## config.mk

```make
export PLATFORM = sky130hd
export DESIGN_NAME = decoded_bit_unloader
export DESIGN_NICKNAME = d
export VERILOG_FILES = /design/src/rtl/decoded_bit_unloader.sv
export SDC_FILE = /design/constraint.sdc
export NUM_CORES = 1
export LEC_CHECK = 0
export CELL_PAD_IN_SITES_DETAIL_PLACEMENT = 0
export CELL_PAD_IN_SITES_GLOBAL_PLACEMENT = 1
export CORE_MARGIN = 2
export CORE_UTILIZATION = 36
export CTS_BUF_LIST = sky130_fd_sc_hd__clkbuf_4
export DETAILED_ROUTE_END_ITERATION = 7
export PLACE_DENSITY = 0.82
export SYNTH_ARGS = -nofsm -noshare
export SYNTH_HDL_FRONTEND = slang
export SYNTH_SLANG_ARGS = --single-unit
export TNS_END_PERCENT = 30
```

## constraint.sdc

```tcl
create_clock -name Clock -period 2 [get_ports Clock]
set_input_delay 0.3 -clock Clock [delete_from_list [all_inputs] [get_ports Clock]]
set_output_delay 0.3 -clock Clock [all_outputs]
set_load 0.05 [all_outputs]
```

## src/rtl/decoded_bit_unloader.sv

```systemverilog
// Captures a decoded frame of N hard bits while the decoder iterates, then
// streams it out as N/W words of W bits over a valid/ready handshake.
// Optional feature: define UNLOADER_CYCLE_COUNT_EN to add the Conv_Cycles
// output (Valid_Data cycles spent before the frame converged).
module decoded_bit_unloader #(
   parameter int unsigned N = 64,
   parameter int unsigned W = 8
) (
   input  logic         Clock,
   input  logic         Reset,
   input  logic         Valid_Data,
   input  logic [6:0]   Error_Count,
   input  logic [N-1:0] Hard_Bits,
   input  logic         Out_Ready,
   output logic         Out_Valid,
   output logic [W-1:0] Out_Data,
   output logic         Out_Last,
   output logic         Out_Converged,
   output logic         Busy,
`ifdef UNLOADER_CYCLE_COUNT_EN
   output logic [9:0]   Conv_Cycles,
`endif
   output logic         Overrun
);

   localparam int unsigned Words = N / W;
   localparam int unsigned KW    = (Words > 1) ? $clog2(Words) : 1;
   localparam logic [KW-1:0] KLast = KW'(Words - 1);

   typedef enum logic [1:0] {StIdle, StCollect, StStream} state_e;

   state_e        state_q, state_d;
   logic [N-1:0]  frame_q;
   logic          converged_q;
   logic [KW-1:0] k_q;
   logic          overrun_q;
   logic          vd_prev_q;
   logic          handshake;

   assign handshake = (state_q == StStream) && Out_Ready;

   // State register
   always_ff @(posedge Clock) begin
      if (Reset) begin
         state_q <= StIdle;
      end else begin
         state_q <= state_d;
      end
   end

   // Next-state decode
   always_comb begin
      state_d = state_q;
      unique case (state_q)
         StIdle:    if (Valid_Data) state_d = StCollect;
         StCollect: if (!Valid_Data) state_d = StStream;
         StStream:  if (handshake && (k_q == KLast)) state_d = StIdle;
         default:   state_d = StIdle;
      endcase
   end

   // Frame capture, word index and sticky overrun flag
   always_ff @(posedge Clock) begin
      if (Reset) begin
         frame_q     <= '0;
         converged_q <= 1'b0;
         k_q         <= '0;
         overrun_q   <= 1'b0;
         vd_prev_q   <= 1'b0;
      end else begin
         vd_prev_q <= Valid_Data;
         case (state_q)
            StIdle: begin
               if (Valid_Data) begin
                  frame_q     <= Hard_Bits;
                  converged_q <= (Error_Count == 7'd0);
               end
            end
            StCollect: begin
               // Once converged the frame is frozen; later errors are ignored
               if (Valid_Data && !converged_q) begin
                  frame_q     <= Hard_Bits;
                  converged_q <= (Error_Count == 7'd0);
               end
               if (!Valid_Data) begin
                  k_q <= '0;
               end
            end
            StStream: begin
               if (handshake) begin
                  k_q <= (k_q == KLast) ? '0 : k_q + KW'(1);
               end
               // A new decode starting mid-stream is dropped but remembered
               if (Valid_Data && !vd_prev_q) begin
                  overrun_q <= 1'b1;
               end
            end
            default: ;
         endcase
      end
   end

`ifdef UNLOADER_CYCLE_COUNT_EN
   logic [9:0] conv_cycles_q;

   // Count Valid_Data cycles preceding the one that converges, saturating
   always_ff @(posedge Clock) begin
      if (Reset) begin
         conv_cycles_q <= '0;
      end else if ((state_q == StIdle) && Valid_Data) begin
         conv_cycles_q <= (Error_Count == 7'd0) ? 10'd0 : 10'd1;
      end else if ((state_q == StCollect) && Valid_Data && !converged_q &&
                   (Error_Count != 7'd0) && (conv_cycles_q != 10'd1023)) begin
         conv_cycles_q <= conv_cycles_q + 10'd1;
      end
   end

   assign Conv_Cycles = conv_cycles_q;
`endif

   // Output decode from registered state
   always_comb begin
      Out_Valid     = (state_q == StStream);
      Out_Data      = Out_Valid ? frame_q[W*int'(k_q) +: W] : '0;
      Out_Last      = Out_Valid && (k_q == KLast);
      Out_Converged = converged_q;
      Busy          = (state_q != StIdle);
      Overrun       = overrun_q;
   end

endmodule

```

==> metrics.txt, run 1 <==
CP peak stage delay=380 ps; CTS tree=built; synth warn=0; CTS Root Cell=clkbuf_4; Setup crit end kind=output pin; area grow syn2layout=41.0%; ANT cells=0; DP Wirelength=~6300 um; largest net degree at the start of global routing=73; die span in y=~100 um; GRT Max-Usage Layer=met2; Core ar.=slightly below 9000 um2; min Tclk post-route=2040 ps; setup ws final=-39.9 ps; post-route ant nets=0; type of the worst setup path=reg -> out; critical path peak fanout=12; most frequent cell after synthesis=dfxtp_1; Synth Flop Type=dfxtp_1; H-tree Lvls=3; post-synthesis register bit count=between 70 and 80; Setup TNS=-65.8 ps; critical path buffer and inverter count=2; initial antenna violation count=0; Sink Count=slightly above 70; Ports=88; Slew HR=between 60% and 70%; Synth area leader=dfxtp_1; critical path launch point type=flip-flop; fillers=815; # rows=34; DRT iter0 DRCs=210; vias in the first global route=~3100; max frequency=490 MHz; Worst Hold Class=in -> reg; M2 GR Usage=approximately 29%; RSZ-0062 raised after global routing=yes; crit-path cells=buf_12 -> mux2i_1 -> a22oi_1 -> and3_1 -> buf_12; Setup violations, final=4; grt met3 use=roughly 3.0%; Pins Over Slew Limit=0; PortBufs=87; Synth area leaders=dfxtp_1 (44%), a21oi_1 (10%), nand3_1 (10%); Cell Area, Synth=3310 um2; Netlist cell types=27; Layout Utilization=between 50% and 60%; Max VDD drop=~0.23 mV; nets=approximately 550; DIE AREA=roughly 10000 um2; power per cell area=approximately 600 nW/um2; Die W=99.8 um; cells after synthesis=between 400 and 500; global route overflow=0; Tcrit/Tclk final=102%; global-route track usage on met1=between 20 and 30%; CP Data Arrival Time=about 1700 ps; total CTS buffers=9; Starting Density=a little under two fifths; Yosys top cell area share=43.6%; CP Data Required Time=between 1500 and 2000 ps; max-cap viol count=0; CTS Buffer Depth=2; Routed WL=9680 um; failing checks=negative setup slack; first-pass GRT wire length=15600 um; DR DRC count=0; outcome=finished with violations; Worst path slowest cell=dfxtp_4; Pre-antenna DRT Iters=4; worst skew pair latency=400 ps; final hold vios=0; RePlAce Congestion=about 0.85; Worst-path clk slew=100 ps; layout cells sized above 1=a little over an eighth; Crit path max-delay family=flip-flops; Via Count=approximately 3200; Net Count, Synth=between 400 and 500; hold buffers post-CTS=0; static leakage=~1.6 nW; synth cell count leaders=dfxtp_1 (72), a21oi_1 (68), nand3_1 (67); Post-synth EDFFs=0; clock skew=between 10 and 15 ps; Hold WS=between 300 and 400 ps; Via density=about 5.5; CP most frequent cell=buf_12; Avg Synthesized Cell Area=about 8 um2; ys async rst share=0%; Seq/Total Area, Yosys=a little over two fifths; GRT Overall Usage=between 10% and 20%; WL per Instance=16.7 um; Worst Max-Slew Pin Slew=roughly 570 ps
[layout by cell type (no fill, tap or decap), drive strengths merged]
cell           synthesis  final
clkdlybuf4s50          0     75
dfxtp                 72     72
a21oi                 68     68
nand3                 67     67
o21ai                 64     64
mux2i                 32     32
buf                   11     26
a22oi                 16     16
clkbuf                33     11
and3                   8      8
nor2                   4      4
nor2b                  4      4
and2                   3      3
inv                    3      3
nand2                  3      3
a2111o                 2      2
nor3                   2      2
clkinv                 0      2
nand2b                 2      2
ha                     2      2
or2                    1      1
or3b                   1      1
nand3b                 1      1
nor4                   1      1
a211oi                 1      1
nand4b                 1      1
a31oi                  1      1
[worst min-delay path, cell delays in order]
cell,delay (ps)
buf_2,110
buf_12,190
nor2b_1,120
[layer usage]
metal,routed length [um],vias up,share of wire [%]
li1,-,1606,-
met1,4650,1506,48
met2,4360,101,45
met3,546,11,5.6
met4,123,0,1.3
met5,0,-,0
[worst paths after layout]
check / cells past startpoint / slack (ps) / startpoint / endpoint
hold / removal: 3 / 360 / Reset / vd_prev_q
setup reg to reg: 3 / 500 / state_q[0] / k_q[1]
setup / recovery: 5 / -40 / k_q[1] / Out_Data[2]
hold reg to reg: 2 / 480 / frame_q[21] / frame_q[21]
[power breakdown]
group	internal [mW]	switching [mW]	total (mW)
clock	0.261	0.469	0.729
combinational	0.255	0.223	0.478
sequential	1.52	0.0543	1.57
[flip-flops by register name, indices dropped and copies added (netlist names)]
name and flops:
frame_q 64, state_q 2, Out_Converged 1, k_q 3, vd_prev_q 1, Overrun 1
[what timing repair did]
item	4_1_cts	5_1_grt
cloned	2	0
gates resized for setup	15	10
buffers inserted	1	0
pin swaps	2	2
setup endpoints to repair	9	9
[cell type report]
class	instances	area (um2)	share of cell area, %
clock buffers	11	82.6	1.77
clock inverters	2	10.0	0.215
inverters	3	11.3	0.242
multi-input cells	284	1760	37.8
flip-flops and latches	72	1450	31.1
well taps	108	135	2.90
repair buffers	101	1210	26.0
[logic make-up after synthesis]
kind of cell / synth area share, %
buffers and inverters: 5.64
AOI/OAI and AO/OA: 24.7
muxes: 9.69
DFF: 43.6
adders and majority gates: 0.757
and+or+nand+nor: 15.6
[per-stage QoR]
stage                     instances  total power, mW  area [um2]  worst slack (ps)
after floorplan                 403             1.82        3310               232
after global placement          565             2.06        4410               146
after detailed placement        565             2.07        4410               139
after CTS                       581             2.79        4630             -57.3
after global routing            581             2.91        4660             -88.2
final                           581             2.78        4660             -39.9
(Power assumes the default switching activity.)
==> inputs of run 2 (changes only) <==
CORE_UTILIZATION = 33   (was 36)
PLACE_DENSITY = 0.79   (was 0.82)
TNS_END_PERCENT = 10   (was 30)
clock period = 1.8 ns   (was 2 ns; I/O delays follow)
==> run 2 against run 1 <==
  * The flow still finishes with violations (negative setup slack)
  * Critical path type unchanged
  * Final area grew 4.1%
  * Total power grew 19%
  * Clock-buffer cell count shrank 2
  * Global-route usage shrank 1.5 points
  * Worst setup slack lost 250 ps
  * Combinational power grew 17%
  * Largest cell class unchanged
  * Sequential power grew 11%
  * Sequential cell count is the same
  * Register-to-register slack lost 240 ps
==> metrics.txt, run 2 (synthesized netlist as in run 1, its figures left out) <==
commonest non-fill, non-tap cell in the layout=clkdlybuf4s50_1; CP Data Arrival Time=approximately 1800 ps; failing checks=negative setup slack; critical path launch point type=flip-flop; die span in y=~100 um; Final Cell Area=roughly 4900 um2; combinational power share=between 10% and 20%; post-route ant nets=0; H-tree Lvls=3; Via Count=about 3300; Worst path slowest cell=dfxtp_4; Worst Max-Slew Pin Slew=slightly below 500 ps; CTS Root Cell=clkbuf_4; Setup Buffers After CTS=0; worst skew pair latency=roughly 420 ps; Setup violations, final=9; DP Wirelength=between 6000 and 7000 um; static leakage=around 1.6 nW; WL per Instance=16.7 um; DIE AREA=about 11000 um2; Tcrit/Tclk final=116%; switching power=a little over 0.9 mW; RePlAce Congestion=0.799; Max VDD drop=approximately 0.31 mV; biggest regs=frame_q: 64 flops, k_q: 3 flops, state_q: 2 flops; GRT Overall Usage=18.2%; total placed cells including tap cells=590; Core ar.=approximately 9700 um2; pre-CTS setup slack=approximately 12 ps; clock network fraction of total power=30.0%; Worst Hold Class=in -> reg; global route overflow=0; Slew HR=about two thirds; total CTS buffers=9; Routed WL=a little over 10000 um; Worst-path clk slew=120 ps; total power=approximately 3.3 mW; Sink Count=between 70 and 80; Hold WS=between 300 and 400 ps; Sw Ratio=27.6%; Placed Area=between 4000 and 5000 um2; clock skew=roughly 6.3 ps; Flop pwr share=between 50% and 60%; DRT iter0 DRCs=around 240; Pre-antenna DRT Iters=5; power per cell area=slightly below 700 nW/um2; nets=roughly 550; DR DRC count=0; layout cells sized above 1=17.2%; # rows=36; Setup TNS=-2240 ps; hold buffers post-CTS=0; largest net degree at the start of global routing=between 70 and 80; Crit path max-delay family=flip-flops; min Tclk post-route=around 2100 ps; Setup crit end kind=output pin; most frequent cells in the layout=clkdlybuf4s50_1 (73), dfxtp_1 (68), a21oi_1 (68); Internal=2.39 mW; CP peak stage delay=about 500 ps; CTS tree=built; crit-path cells=buf_12 -> mux2i_1 -> a22oi_2 -> and3_4 -> buf_12; setup ws final=-290 ps; Finished Layout Cells=611; first-pass GRT wire length=about 16000 um; register area=roughly 1400 um2; area grow syn2layout=46.8%; Via density=around 5.4; outcome=finished with violations; fillers=about 960; most flop-heavy register=frame_q; Die W=between 100 and 150 um; multi-input logic area=1880 um2; CP most frequent cell=buf_12; PortBufs=87; final hold vios=0; CP Data Required Time=around 1500 ps; vias in the first global route=between 3000 and 4000; max frequency=between 400 and 500 MHz; critical path peak fanout=8; Starting Density=34.0%; max-cap viol count=0; Pins Over Slew Limit=0; initial antenna violation count=1; max reg flops=64; type of the worst setup path=reg -> out; CTS Buffer Depth=2; Ports=88; RSZ-0062 raised after global routing=yes; Layout Utilization=between 40% and 50%; critical path buffer and inverter count=2
==> run 2: path summary, 6_finish.rpt <==
check        startpoint  depth (start not counted)  slack, ps          end
max              k_q[1]                          5       -290  Out_Data[7]
min               Reset                          3        320   state_q[0]
max reg2reg      k_q[1]                          5        260       k_q[1]
min reg2reg     Overrun                          2        480      Overrun
==> run 2: power groups by stage <==
stage | Sequential, mW | Combinational, mW | Clock (mW)
after global placement | 1.78 | 0.530 | 0
after detailed placement | 1.78 | 0.536 | 0
after CTS | 1.74 | 0.541 | 1.00
after floorplan | 1.76 | 0.261 | 0
final | 1.75 | 0.558 | 0.993
after global routing | 1.77 | 0.606 | 1.07
==> run 2: what timing repair did <==
| item | 4_1_cts | 5_1_grt |
|---|---|---|
| pin swaps | 2 | 10 |
| gates resized for setup | 15 | 31 |
| endpoints found under the hold margin | 0 | 0 |
| endpoints found under the setup margin | 11 | 10 |
| gates cloned | 0 | 4 |
==> run 2: routing by layer <==
| layer | track usage, % | vias up | part of all wire, % |
|---|---|---|---|
| li1 | - | 1613 | - |
| met1 | 25.7 | 1573 | 47 |
| met2 | 27.9 | 107 | 46 |
| met3 | 3.20 | 13 | 5.1 |
| met4 | 6.37 | 0 | 1.7 |
| met5 | 0 | - | 0 |
==> run 2: tightest hold or removal path, stage by stage <==
cell and delay [ps]:
buf_2 120, buf_12 190, nor2_1 120
==> run 2: area by class of cell <==
cell class / count / area share, %
Tap cell: 133 / 3.43
Timing Repair Buffer: 102 / 25.1
Clock inverter: 7 / 1.29
Clock buffer: 9 / 1.39
Antenna cell: 1 / 0.0516
Sequential cell: 72 / 29.9
Inverter: 3 / 0.232
Multi-Input combinational cell: 284 / 38.7
